===== config.mk =====
export PLATFORM = sky130hd
export DESIGN_NAME = entry_request_arbiter
export DESIGN_NICKNAME = d
export VERILOG_FILES = /design/src/rtl/daq_pkg.sv /design/src/rtl/tpulse_sync.sv /design/src/rtl/entry_request_arbiter.sv
export SDC_FILE = /design/constraint.sdc
export NUM_CORES = 1
export LEC_CHECK = 0
export BUFFER_PORTS_ARGS = -buffer_cell sky130_fd_sc_hd__buf_4
export CORE_ASPECT_RATIO = 1.1
export CORE_MARGIN = 2
export CORE_UTILIZATION = 43
export DETAILED_ROUTE_END_ITERATION = 12
export GPL_ROUTABILITY_DRIVEN = 0
export GPL_TIMING_DRIVEN = 0
export PLACE_DENSITY = 0.73
export SYNTH_ARGS = -nofsm -noshare
export SYNTH_HDL_FRONTEND = slang
export SYNTH_HIERARCHICAL = 1
export SYNTH_SLANG_ARGS = --single-unit
export TNS_END_PERCENT = 20

===== constraint.sdc =====
create_clock -name system_clock -period 6.65 [get_ports system_clock]
set_input_delay 0.3325 -clock system_clock [delete_from_list [all_inputs] [get_ports system_clock]]
set_output_delay 0.3325 -clock system_clock [all_outputs]
set_load 0.05 [all_outputs]

===== src/rtl/daq_pkg.sv =====
// Shared types and helpers for the entry-maker path: grant source codes,
// arbiter state encoding and saturating counter arithmetic.
package daq_pkg;

   localparam int CNT_W = 8;

   typedef enum logic [1:0] {
      SRC_MANUAL = 2'd0,
      SRC_AUTO   = 2'd1,
      SRC_A      = 2'd2,
      SRC_B      = 2'd3
   } src_e;

   typedef enum logic [1:0] {
      ST_IDLE  = 2'd0,
      ST_GRANT = 2'd1,
      ST_BUSY  = 2'd2
   } st_e;

   // Adds 0..3 to a counter, sticking at all-ones.
   function automatic logic [CNT_W-1:0] sat_add(input logic [CNT_W-1:0] a,
                                                 input logic [1:0]       b);
      logic [CNT_W:0] s;
      s = {1'b0, a} + {{(CNT_W-1){1'b0}}, b};
      return s[CNT_W] ? {CNT_W{1'b1}} : s[CNT_W-1:0];
   endfunction

endpackage


===== src/rtl/tpulse_sync.sv =====
// Two-flop synchronizer for an asynchronous pulse plus a registered
// rising-edge detector producing a one-cycle strobe.
module tpulse_sync (
   input  logic system_clock,
   input  logic resetn,
   input  logic pulse_i,
   output logic edge_o
);

   logic s1_q, s2_q, s3_q, edge_q;

   always_ff @(posedge system_clock or negedge resetn) begin
      if (!resetn) begin
         s1_q   <= 1'b0;
         s2_q   <= 1'b0;
         s3_q   <= 1'b0;
         edge_q <= 1'b0;
      end else begin
         s1_q   <= pulse_i;
         s2_q   <= s1_q;
         s3_q   <= s2_q;
         edge_q <= s2_q & ~s3_q;
      end
   end

   assign edge_o = edge_q;

endmodule


===== src/rtl/entry_request_arbiter.sv =====
// Grants the entry builder one of four sources (manual, per-second auto,
// channel A/B sequences) with FIFO backpressure and a per-second sequence cap.
//
//   state    | meaning
//   ST_IDLE  | waiting for an eligible pending source with FIFO not almost full
//   ST_GRANT | one-cycle grant pulse, sequence ack issued
//   ST_BUSY  | waiting for build_done or the build timeout
module entry_request_arbiter
   import daq_pkg::*;
#(
   parameter int BUILD_TIMEOUT = 65536
) (
   input  logic             system_clock,
   input  logic             resetn,
   input  logic             t_pulse,
   input  logic             enable_auto,
   input  logic             enable_saving,
   input  logic [CNT_W-1:0] seq_limit,
   input  logic             entry_AmFull,
   input  logic             make_entry,
   input  logic             seq_req_A,
   input  logic             seq_req_B,
   output logic             seq_ack_A,
   output logic             seq_ack_B,
   output logic             seq_drop_A,
   output logic             seq_drop_B,
   output logic             grant_valid,
   output logic [1:0]       grant_src,
   input  logic             build_done,
   output logic             busy,
   output logic [CNT_W-1:0] seq_count,
   output logic [CNT_W-1:0] seq_last,
   output logic [CNT_W-1:0] drops_last,
   output logic             timeout_flag
);

   localparam int              TMO_W    = (BUILD_TIMEOUT > 2) ? $clog2(BUILD_TIMEOUT) : 1;
   localparam logic [TMO_W-1:0] TMO_LOAD = TMO_W'(BUILD_TIMEOUT - 1);

   logic tp_edge;

   tpulse_sync u_tpulse_sync (
      .system_clock (system_clock),
      .resetn       (resetn),
      .pulse_i      (t_pulse),
      .edge_o       (tp_edge)
   );

   st_e              state_q;
   logic             pend_manual_q, pend_auto_q;
   logic             rr_b_q;
   logic             grant_valid_q, busy_q, timeout_flag_q;
   src_e             grant_src_q;
   logic             ack_a_q, ack_b_q, drop_a_q, drop_b_q;
   logic             ack_a_dly_q, ack_b_dly_q;
   logic [CNT_W-1:0] seq_count_q, drops_q, seq_last_q, drops_last_q;
   logic [TMO_W-1:0] tmo_q;

   logic req_a_v, req_b_v, seq_ok, drop_a, drop_b;
   logic gnt, gnt_a, gnt_b, gnt_man, gnt_auto;
   src_e gnt_src;
   logic [1:0] seq_inc, drop_inc;

   always_comb begin
      // A requester is still high while it sees its ack; mask it for two cycles.
      req_a_v = seq_req_A & ~ack_a_q & ~ack_a_dly_q;
      req_b_v = seq_req_B & ~ack_b_q & ~ack_b_dly_q;
      seq_ok  = enable_saving & ((seq_limit == '0) | (seq_count_q < seq_limit));
      drop_a  = req_a_v & ~seq_ok;
      drop_b  = req_b_v & ~seq_ok;
      gnt     = 1'b0;
      gnt_src = SRC_MANUAL;
      if ((state_q == ST_IDLE) && !entry_AmFull) begin
         if (pend_manual_q) begin
            gnt = 1'b1;
            gnt_src = SRC_MANUAL;
         end else if (pend_auto_q) begin
            gnt = 1'b1;
            gnt_src = SRC_AUTO;
         end else if (seq_ok && (req_a_v || req_b_v)) begin
            gnt = 1'b1;
            gnt_src = (req_a_v && (!rr_b_q || !req_b_v)) ? SRC_A : SRC_B;
         end
      end
      gnt_man  = gnt & (gnt_src == SRC_MANUAL);
      gnt_auto = gnt & (gnt_src == SRC_AUTO);
      gnt_a    = gnt & (gnt_src == SRC_A);
      gnt_b    = gnt & (gnt_src == SRC_B);
      seq_inc  = {1'b0, gnt_a | gnt_b};
      drop_inc = {1'b0, drop_a} + {1'b0, drop_b};
   end

   always_ff @(posedge system_clock or negedge resetn) begin
      if (!resetn) begin
         state_q        <= ST_IDLE;
         pend_manual_q  <= 1'b0;
         pend_auto_q    <= 1'b0;
         rr_b_q         <= 1'b0;
         grant_valid_q  <= 1'b0;
         grant_src_q    <= SRC_MANUAL;
         busy_q         <= 1'b0;
         timeout_flag_q <= 1'b0;
         ack_a_q        <= 1'b0;
         ack_b_q        <= 1'b0;
         drop_a_q       <= 1'b0;
         drop_b_q       <= 1'b0;
         ack_a_dly_q    <= 1'b0;
         ack_b_dly_q    <= 1'b0;
         seq_count_q    <= '0;
         drops_q        <= '0;
         seq_last_q     <= '0;
         drops_last_q   <= '0;
         tmo_q          <= '0;
      end else begin
         pend_manual_q <= (pend_manual_q & ~gnt_man) | make_entry;
         pend_auto_q   <= (pend_auto_q & ~gnt_auto) | (tp_edge & enable_auto);
         ack_a_q       <= gnt_a | drop_a;
         ack_b_q       <= gnt_b | drop_b;
         drop_a_q      <= drop_a;
         drop_b_q      <= drop_b;
         ack_a_dly_q   <= ack_a_q;
         ack_b_dly_q   <= ack_b_q;
         grant_valid_q <= gnt;
         if (gnt) grant_src_q <= gnt_src;
         if (gnt_a) rr_b_q <= 1'b1;
         if (gnt_b) rr_b_q <= 1'b0;

         // Same-cycle grants and drops belong to the second that is ending.
         if (tp_edge) begin
            seq_last_q   <= sat_add(seq_count_q, seq_inc);
            drops_last_q <= sat_add(drops_q, drop_inc);
            seq_count_q  <= '0;
            drops_q      <= '0;
         end else begin
            seq_count_q  <= sat_add(seq_count_q, seq_inc);
            drops_q      <= sat_add(drops_q, drop_inc);
         end

         case (state_q)
            ST_IDLE: begin
               if (gnt) begin
                  state_q <= ST_GRANT;
                  busy_q  <= 1'b1;
                  tmo_q   <= TMO_LOAD;
               end
            end
            ST_GRANT: begin
               state_q <= ST_BUSY;
               tmo_q   <= tmo_q - TMO_W'(1);
            end
            ST_BUSY: begin
               if (build_done) begin
                  state_q <= ST_IDLE;
                  busy_q  <= 1'b0;
               end else if (tmo_q == '0) begin
                  state_q        <= ST_IDLE;
                  busy_q         <= 1'b0;
                  timeout_flag_q <= 1'b1;
               end else begin
                  tmo_q <= tmo_q - TMO_W'(1);
               end
            end
            default: begin
               state_q <= ST_IDLE;
               busy_q  <= 1'b0;
            end
         endcase
      end
   end

   assign seq_ack_A    = ack_a_q;
   assign seq_ack_B    = ack_b_q;
   assign seq_drop_A   = drop_a_q;
   assign seq_drop_B   = drop_b_q;
   assign grant_valid  = grant_valid_q;
   assign grant_src    = grant_src_q;
   assign busy         = busy_q;
   assign seq_count    = seq_count_q;
   assign seq_last     = seq_last_q;
   assign drops_last   = drops_last_q;
   assign timeout_flag = timeout_flag_q;

endmodule


======== Yosys cells after proc, flatten, opt, wreduce, memory -nomap -nowiden ========
Index checks and enable logic that the tools add are counted.
cells by class
  $add $sub $neg .......................... 4
  order comparisons ....................... 1
  equality and inequality tests ........... 9
  mux-type cells .......................... 27
  bitwise gates (word level) .............. 31
  reduce and logical (&&, ||, !) cells .... 18
operators by type and width
  cell                                                  count
  2-to-1 mux 16 bit                                     3
  one-hot mux 16 bit (3 select lines)                   1
  2-to-1 mux 8 bit                                      4
  logical NOT 16 bit                                    1
  subtractor 16 x 1 -> 16 bit (second input constant)   1
  AND 1 bit                                             15
  2-to-1 mux 2 bit                                      7
  2-to-1 mux 1 bit                                      10
  inverter 1 bit                                        10
  adder 8 x 1 -> 9 bit                                  1
  adder 8 x 2 -> 9 bit                                  1
  logical NOT 8 bit                                     1
  < comparator 8 bit                                    1
  equality test 2 bit (second input constant)           3
  != test 2 bit (second input constant)                 3
  OR 1 bit                                              6
  one-hot mux 2 bit (3 select lines)                    1
  AND reduction 3 bit                                   2
  equality test 2 x 1 -> 1 bit (second input constant)  2
  logical NOT 2 bit                                     2
  AND reduction 4 bit                                   1
  logical AND 1 bit                                     3
  logical NOT 1 bit                                     3
  != test 3 bit (second input constant)                 1
  6 further kinds                                       7
word-level totals
  flip-flop bits (word level) ............. 68
  input bits .............................. 18
  output and inout bits ................... 33
  logic and storage cells ................. 113

======== Depth between registers and ports, before layout ========
Gate-level depths: netlist of the first run.
  depth in word-level cells ............... 17
  mapped depth ............................ 16
  depth with buffers taken out ............ 15

======== By module ========
The synthesis of the first run kept the hierarchy.
by module, submodules not included
  module                 instances  cells an instance  area an instance (um2)  sequential area each (um2)
  entry_request_arbiter  1          351                3355.7                  1601.5
  tpulse_sync            1          5                  113.9                   100.1

======== Worst setup path before layout of the first run ========
No wires, ideal clock.
  path type ............................... register -> register
  start point ............................. register seq_count_q[5] (netlist: seq_count[5])
  end point ............................... register drops_last_q[3] (netlist: drops_last[3])
  library setup time ...................... 0.077 ns
  arrival ................................. 3.132 ns
  data required time ...................... 6.573 ns
  slack ................................... 3.440 ns
  cell stages (with the launch flop) ...... 16
  buffers on the path ..................... 1
  period minus slack after synthesis ...... 3.210 ns
  cell sequence ........................... dfrtp_1 -> ha_1 -> a211oi_1 -> o21ai_0 -> a21oi_1 -> nand2b_1 -> clkbuf_1 -> or2_2 -> fa_1 -> inv_1 -> ha_1 -> nand2_1 -> nor2_1 -> and3_1 -> nor2_1 -> a21oi_1
between the ends
  longest elaborated chain between the ends .. 8
  elaborated cells on any way between the ends .. 9
  those cells by class .................... 2 x add/sub; 1 x order compare; 1 x mux; 5 x bitwise
ends and longest elaborated chain
  what                                 line                                                      RTL
  start: declaration                   entry_request_arbiter.sv:56                               logic [CNT_W-1:0] seq_count_q, drops_q, seq_last_q, drops_last_q;
  start signal: assignment             entry_request_arbiter.sv:135                              seq_count_q <= sat_add(seq_count_q, seq_inc);
  < comparator 8 bit (*)               entry_request_arbiter.sv:68                               seq_ok = enable_saving & ((seq_limit == '0) | (seq_count_q < seq_limit));
  OR 1 bit (*)                         entry_request_arbiter.sv:68
  AND 1 bit (*)                        entry_request_arbiter.sv:68
  inverter 1 bit (*)                   entry_request_arbiter.sv:69, entry_request_arbiter.sv:70
  AND 1 bit, on equally long branches  entry_request_arbiter.sv:69, entry_request_arbiter.sv:70
  adder 1 x 1 -> 2 bit (*)             entry_request_arbiter.sv:90                               drop_inc = {1'b0, drop_a} + {1'b0, drop_b};
  adder 8 x 2 -> 9 bit (*)             daq_pkg.sv:24                                             s = {1'b0, a} + {{(CNT_W-1){1'b0}}, b};
  2-to-1 mux 8 bit (*)                 daq_pkg.sv:25                                             return s[CNT_W] ? {CNT_W{1'b1}} : s[CNT_W-1:0];
  end signal: assignment               entry_request_arbiter.sv:131                              drops_last_q <= sat_add(drops_q, drop_inc);
  end: declaration                     entry_request_arbiter.sv:56
Every way passes the cells marked *; elsewhere a longest branch is shown, timed or not.
A chain may end at the register's enable or synchronous reset.

======== Worst setup path after layout of the first run ========
  start point ............................. register seq_count_q[2] (netlist: seq_count[2])
  end point ............................... register seq_last_q[2] (netlist: seq_last[2])
between the ends
  longest elaborated chain between the ends .. 13
  elaborated cells on any way between the ends .. 19
  those cells by class .................... 1 x add/sub; 1 x order compare; 2 x eq/ne; 9 x mux; 5 x bitwise; 1 x reduce/logical
ends and longest elaborated chain
  what                                           line                                                      RTL
  < comparator 8 bit                             entry_request_arbiter.sv:68
  OR 1 bit                                       entry_request_arbiter.sv:68
  AND 1 bit                                      entry_request_arbiter.sv:68
  logical AND 1 bit                              entry_request_arbiter.sv:80                               end else if (seq_ok && (req_a_v || req_b_v)) begin
  2-to-1 mux 2 bit                               entry_request_arbiter.sv:80
  2-to-1 mux 2 bit                               entry_request_arbiter.sv:77                               end else if (pend_auto_q) begin
  2-to-1 mux 2 bit                               entry_request_arbiter.sv:74                               if (pend_manual_q) begin
  2-to-1 mux 2 bit                               entry_request_arbiter.sv:73                               if ((state_q == ST_IDLE) && !entry_AmFull) begin
  equality test 2 bit, on equally long branches  entry_request_arbiter.sv:87, entry_request_arbiter.sv:88
  AND 1 bit, on equally long branches            entry_request_arbiter.sv:87, entry_request_arbiter.sv:88
  OR 1 bit                                       entry_request_arbiter.sv:89                               seq_inc = {1'b0, gnt_a | gnt_b};
  adder 8 x 1 -> 9 bit (*)                       daq_pkg.sv:24
  2-to-1 mux 8 bit (*)                           daq_pkg.sv:25
  end signal: assignment                         entry_request_arbiter.sv:130                              seq_last_q <= sat_add(seq_count_q, seq_inc);
  end: declaration                               entry_request_arbiter.sv:56
Marked as above.

==> results of run 1 <==
## worst reg2reg max path: stages (launching register included)
cell,delay (ns)
dfrtp_1,0.45
ha_1,0.32
a211oi_1,0.22
o21ai_0,0.12
a21oi_1,0.33
nand2b_1,0.15
clkbuf_1,0.31
nand2_1,0.14
nor2_1,0.19
ha_1,0.23
ha_1,0.23
nand2_1,0.09
nor2_1,0.34
nor2_1,0.12
a21oi_1,0.18
## synth_stat cells, types with 5 or more instances
master    count  share of area
dfrtp_1      68           0.49
nor3b_1      17          0.037
clkbuf_1     11          0.012
a211oi_1      8          0.017
a31oi_1       5         0.0090
o21ai_0      11          0.016
ha_1         14          0.050
inv_1        18          0.019
nand2_1      14          0.015
nor3_1        8          0.012
nand2b_1      7          0.013
a21oi_1      36          0.052
a211oi_2      8          0.029
nor2_1       53          0.057
nand3_1      10          0.014
and3_1       15          0.027
## power groups by stage
stage	combinational, mW	clock [mW]	sequential [mW]
final	0.467	0.322	0.501
after global routing	0.518	0.347	0.509
after CTS	0.472	0.331	0.501
after detailed placement	0.469	0	0.509
after global placement	0.462	0	0.506
after floorplan	0.260	0	0.581
## cell type report
class                      count  area [µm²]  area share
multi-input combinational    257        1637      0.3935
clock buffer                  11       141.4     0.03400
sequential                    68        1702      0.4091
inverter                      18       67.56     0.01625
timing repair buffer          50       375.4     0.09025
tap                          108       135.1     0.03249
clock inverter                 2       37.54    0.009025
buffer                        13       63.81     0.01534
## flip-flops by register name, summed over array words and instances, names as in the netlist, 2 cells and up
name        flops
grant_src       2
drops_q         8
seq_last        8
drops_last      8
state_q         2
tmo_q          16
seq_count       8
## cells in the final DEF, fill, tap and decap left out, drive strengths merged, types with 15 or more instances in the layout
cell type / instances
nor2: 53
buf: 52
a21oi: 36
inv: 18
dfrtp: 68
a211oi: 16
clkbuf: 22
and3: 15
nor3b: 17
## path summary, 6_finish.rpt
path	slack, ns	endpoint	from	depth (start not counted)
worst min register to register	0.35	u_tpulse_sync/s2_q	u_tpulse_sync/s1_q	0
min in group system_clock	0.11	u_tpulse_sync/s1_q	t_pulse	1
worst max-delay path	3.16	seq_last[2]	seq_count[2]	14
worst min-delay path	0.08	seq_last[6]	resetn	1
max in group asynchronous	5.98	tmo_q[10]	resetn	1
worst max register to register	3.16	seq_last[2]	seq_count[2]	14
## kinds of logic after synthesis
| group | Yosys count | share of synthesized area |
|---|---|---|
| adder cells (fa/ha/maj) | 15 | 0.05626 |
| multiplexers | 2 | 0.006130 |
| AND/OR/NAND/NOR | 153 | 0.2369 |
| XOR/XNOR | 6 | 0.01515 |
| AO/OA/AOI/OAI | 81 | 0.1572 |
| flip-flops | 68 | 0.4904 |
| buffers and inverters | 31 | 0.03786 |
## layer usage
| metal | share of wire | global-route usage | routed length, µm | vias up |
|---|---|---|---|---|
| met1 | 0.46 | 0.2356 | 3396 | 1388 |
| met3 | 0.029 | 0.03128 | 213 | 8 |
| li1 | - | - | - | 1373 |
| met4 | 0.012 | 0.06544 | 89 | 0 |
| met5 | 0 | 0 | 0 | - |
| met2 | 0.50 | 0.3003 | 3719 | 44 |
## per-stage QoR
stage	area (µm²)	hold slack (ns)	util	power [mW]	worst slack [ns]
floorplan	3470	0.03691	-	0.8411	3.440
global route	4159	0.09596	0.5285	1.374	2.842
global placement	3980	0.3358	0.5057	0.9678	3.214
CTS	4159	0.09509	0.5285	1.304	3.126
detailed placement	3980	0.3410	0.5057	0.9778	3.144
finish	4159	0.08192	0.5285	1.290	3.160
==> impl_results.md, run 1 <==
* Clk pwr share at 0.250
* Synth warn at 6
* Crit-path max FO at 9
* Number of max-cap violations at 0
* Comb power frac at 0.362
* Clock Skews at 0.006175 ns
* Placed cell count at 514
* IO Port Bufs at 50
* Non-Filler Instances at 527
* Top FF cell, synth: dfrtp_1
* Post-CTS setup buffers at 0
* Post-synth EDFFs at 0
* Outcome: completed
* Critical-path top delay cell: dfrtp_1
* Sw frac at 0.3741
* H-Tree Depth at 3
* Die W at 89.65 µm
* Unrepaired setup endpoints after global routing: false
* 1st-pass router iterations at 4
* Period minus WS final at 3.490 ns
* ANT cells at 0
* Core area at 7870 µm²
* Register bit total from synthesis at 68
* Final Cycle Share at 0.5248
* Initial core utilization at 0.4409
* Post-Syn Area per Cell at 9.746 µm²
* Routed WL per cell at 14.08 µm
* Filler cells at 710
* Initial DRC Count at 154
* Post-synthesis sequential area ratio at 0.4904
* Synthesized cell area at 3470 µm²
* Largest stage delay on the critical path at 0.45 ns
* WP data arrival at 3.74 ns
* Synth Instances at 356
* Total grt overflow at 0
* Clk root buf: clkbuf_8
* Area growth from synthesis to layout at 19.87%
* DP HPWL at 5295 µm
* DR vias at 2,813
* Max VDD drop at 0.1264 mV
* Post-CTS sizing at 0
* CP cell instances: ha_1, a211oi_1, o21ai_0, a21oi_1, nand2b_1, clkbuf_1, nand2_1, nor2_1, ha_1, ha_1, nand2_1, nor2_1, nor2_1, a21oi_1
* # rows at 34
* Clock net sink count at 68
* First-pass GRT wire length at 12,670 µm
* Async SR Flop Fraction at 1.000
* Fin nets at 450
* Critical Path RT at 6.90 ns
* # DRC at 0
* Syn nets at 389
* Crit path launch type: flop
* Hold crit path type: primary input to asynchronous set/reset pin
* CP Class: flop to flop
* Pin count of the biggest net entering global routing at 69
* DRT Wirelength at 7418 µm
* Chip height at 98.21 µm
* Num CTS Buffers at 9
* Unique cell type count in the Yosys netlist at 47
* Max Freq at 0.2865 GHz
* Top cell family by delay on the critical path: simple AND/OR/NAND/NOR gates
* Lkg Pwr at 1.901 nW
* Antenna Nets Post-Route at 0
* Clock transition at path regs at 0.07 ns
* CTS tree: done
* Vias in the first global route at 2,775
* Post-CTS Hold Fix Bufs at 0
* I/O pins at 51
* Final Setup Violations at 0
* Pins Over Slew Limit at 0
* Die area at 8804 µm²
* Final hold violation count at 0
* Buffers & Inverters on Critical Path at 1
* Max clock buf depth at 2
* Worst-Skew Late Latency at 0.33 ns
* Final setup TNS at 0 ns
* NetSw at 482.6 µW
* Fraction of layout cells with a size suffix above 1 at 0.2029
* Worst-Margin Slew at 0.8509 ns
* Crit. End Element: flop
* Power Density at 310.2 nW/µm²
* Vias/cell at 5.338
* Part of the power in registers at 0.388
* Slew headroom at 0.4328
* Antenna violations before repair at 0
* GRT Resource Usage Total at 0.1816
* Cell internal pwr at 807.4 µW
No activity file was read; power rests on OpenSTA's default activity.
==> run 2, diff against run 1 <==
- PLACE_DENSITY: 0.73 -> 0.75
- clock period: 6.65 -> 3.1 ns (I/O delays scaled with it)
==> run 2 against run 1 <==
Compared with the run above:
- clock skew is 0.00085 ns higher
- register-to-register slack worse by 3.0 ns
- combinational power is 120% higher
- cell area is 4.5% higher
- sequential power is 120% higher
- die area stayed put
- non-clock buffer count is 8 higher
- first-iteration DRC count is 7.8% lower
- cell count is 2.1% higher
- routed wire length is 4.4% higher
==> impl_results.md, run 2 (same netlist as run 1, synthesis figures left out) <==
* Outcome: completed
* Critical Path RT at 3.33 ns
* Pin count of the biggest net entering global routing at 69
* Slew headroom at 0.4257
* Unrepaired setup endpoints after global routing: true
* I/O pins at 51
* Final hold violation count at 0
* CTS tree: done
* Core area at 7870 µm²
* Cell internal pwr at 1.815 mW
* DP HPWL at 5266 µm
* WP data arrival at 3.20 ns
* Largest register FFs at 16
* Clock transition at path regs at 0.08 ns
* H-Tree Depth at 3
* NetSw at 1.105 mW
* Largest stage delay on the critical path at 0.44 ns
* DR vias at 2,935
* Comb power frac at 0.347
* Commonest non-fill, non-tap cells in the layout: dfrtp_1 (62), buf_4 (56), nor2_1 (48)
* Crit path launch type: flop
* Crit. End Element: flop
* Min-delay src: enable_auto
* Pwr Total at 2.920 mW
* Final core utilization at 0.5521
* 1st-pass router iterations at 4
* Initial DRC Count at 142
* Critical-path top delay cell: dfrtp_2
* Final Cycle Share at 0.9598
* Final Setup Violations at 0
* Final setup TNS at 0 ns
* Routed WL per cell at 14.40 µm
* Top cell family by delay on the critical path: adder cells
* First-pass GRT wire length at 12,600 µm
* CP cell instances: ha_1, o21ai_0, o21ai_1, a21oi_2, nand2b_4, or2_2, fa_1, inv_1, ha_2, nand2_2, nor2_2, buf_4, nand3b_1, o21ai_0, o21ai_1
* CP Launch Point: seq_count[7]
* GRT Resource Usage Total at 0.1799
* Worst-Margin Slew at 0.8615 ns
* Chip height at 98.21 µm
* Max VDD drop at 0.2834 mV
* Buffers & Inverters on Critical Path at 2
* # rows at 34
* Total grt overflow at 0
* Reg2reg start: seq_count[7]
* Clk pwr share at 0.284
* Clk root buf: clkbuf_8
* Sw frac at 0.3783
* Initial core utilization at 0.4409
* Area growth from synthesis to layout at 25.24%
* Num CTS Buffers at 9
* Reg with most FFs: tmo_q
* ANT cells at 0
* Fin nets at 458
* Clock Skews at 0.007023 ns
* Period minus WS final at 2.975 ns
* IO Port Bufs at 50
* Part of the power in registers at 0.369
* Max Freq at 0.3361 GHz
* Die area at 8804 µm²
* Vias/cell at 5.455
* Power Density at 672.0 nW/µm²
* CP Class: flop to flop
* Max clock buf depth at 2
* Number of max-cap violations at 0
* Vias in the first global route at 2,763
* Clock net sink count at 68
* # DRC at 0
* DRT Wirelength at 7745 µm
* Lkg Pwr at 1.958 nW
* Antenna violations before repair at 0
* Die W at 89.65 µm
* Leading cell type in the layout, fill and taps excluded: dfrtp_1
* Antenna Nets Post-Route at 0
* Fraction of layout cells with a size suffix above 1 at 0.2721
* Hold crit path type: primary input to flop
* Crit-path max FO at 9
* Pins Over Slew Limit at 0
* Worst-Skew Late Latency at 0.34 ns
-- run 2: cell count changes in the layout (fill, tap and decap cells not counted), moves of 4 or more --
cell,before,now
ha_1,14,10
dfrtp_2,0,6
buf_4,50,56
dfrtp_1,68,62
nor2_2,0,5
nor2_1,53,48
-- run 2: layout make-up --
cell class | instances | area, µm²
repair buffers | 59 | 450.4
multi-input cells | 257 | 1700
inverters | 18 | 67.56
plain buffers | 12 | 60.06
fillers | 676 | 3525
clock inverters | 7 | 98.84
clock buffers | 9 | 123.9
flip-flops and latches | 68 | 1709
well taps | 108 | 135.1
-- run 2: path summary, 6_finish.rpt --
path,endpoint,slack [ns],cells after the start
worst max-delay path,drops_last[6],0.12,15
worst min-delay path,pend_auto_q,0.05,2
worst max register to register,drops_last[6],0.12,15
worst min register to register,u_tpulse_sync/s2_q,0.36,0
max in group asynchronous,seq_count[2],2.02,2
min in group asynchronous,seq_last[7],0.46,2
-- run 2: per-stage QoR --
stage / worst slack (ns) / hold slack (ns) / instances / area [µm²]
after floorplan: 0.01936 / -0.1406 / 356 / 3477
after global placement: -0.2923 / 0.2652 / 514 / 3988
after detailed placement: -0.3462 / 0.2656 / 514 / 3988
after CTS: 0.03107 / 0.05201 / 532 / 4254
after global routing: -0.08327 / 0.04684 / 538 / 4345
final: 0.1247 / 0.05498 / 538 / 4345
-- run 2: per-layer routing --
layer  wire [µm]  part of all wire  track usage  vias to the layer above
met3         396             0.051      0.04480                        7
met1        3284              0.42       0.2324                     1458
met4          34            0.0044      0.04707                        0
li1            -                 -            -                     1401
met5           0                 0            0                        -
met2        4030              0.52       0.2981                       69
-- run 2: power by group through the flow --
stage	Clock, mW	Sequential, mW	Combinational, mW
final	0.829	1.08	1.01
after global routing	0.880	1.10	1.12
after CTS	0.831	1.08	1.01
after detailed placement	0	1.09	1.00
after global placement	0	1.09	0.985
after floorplan	0	1.25	0.557
-- run 2: timing repair --
item,in CTS,in global routing
gates resized for setup,8,13
endpoints found under the setup margin,32,29
pin swaps,0,3
buffers inserted,0,6
endpoints found under the hold margin,70,0
hold buffers,3,0
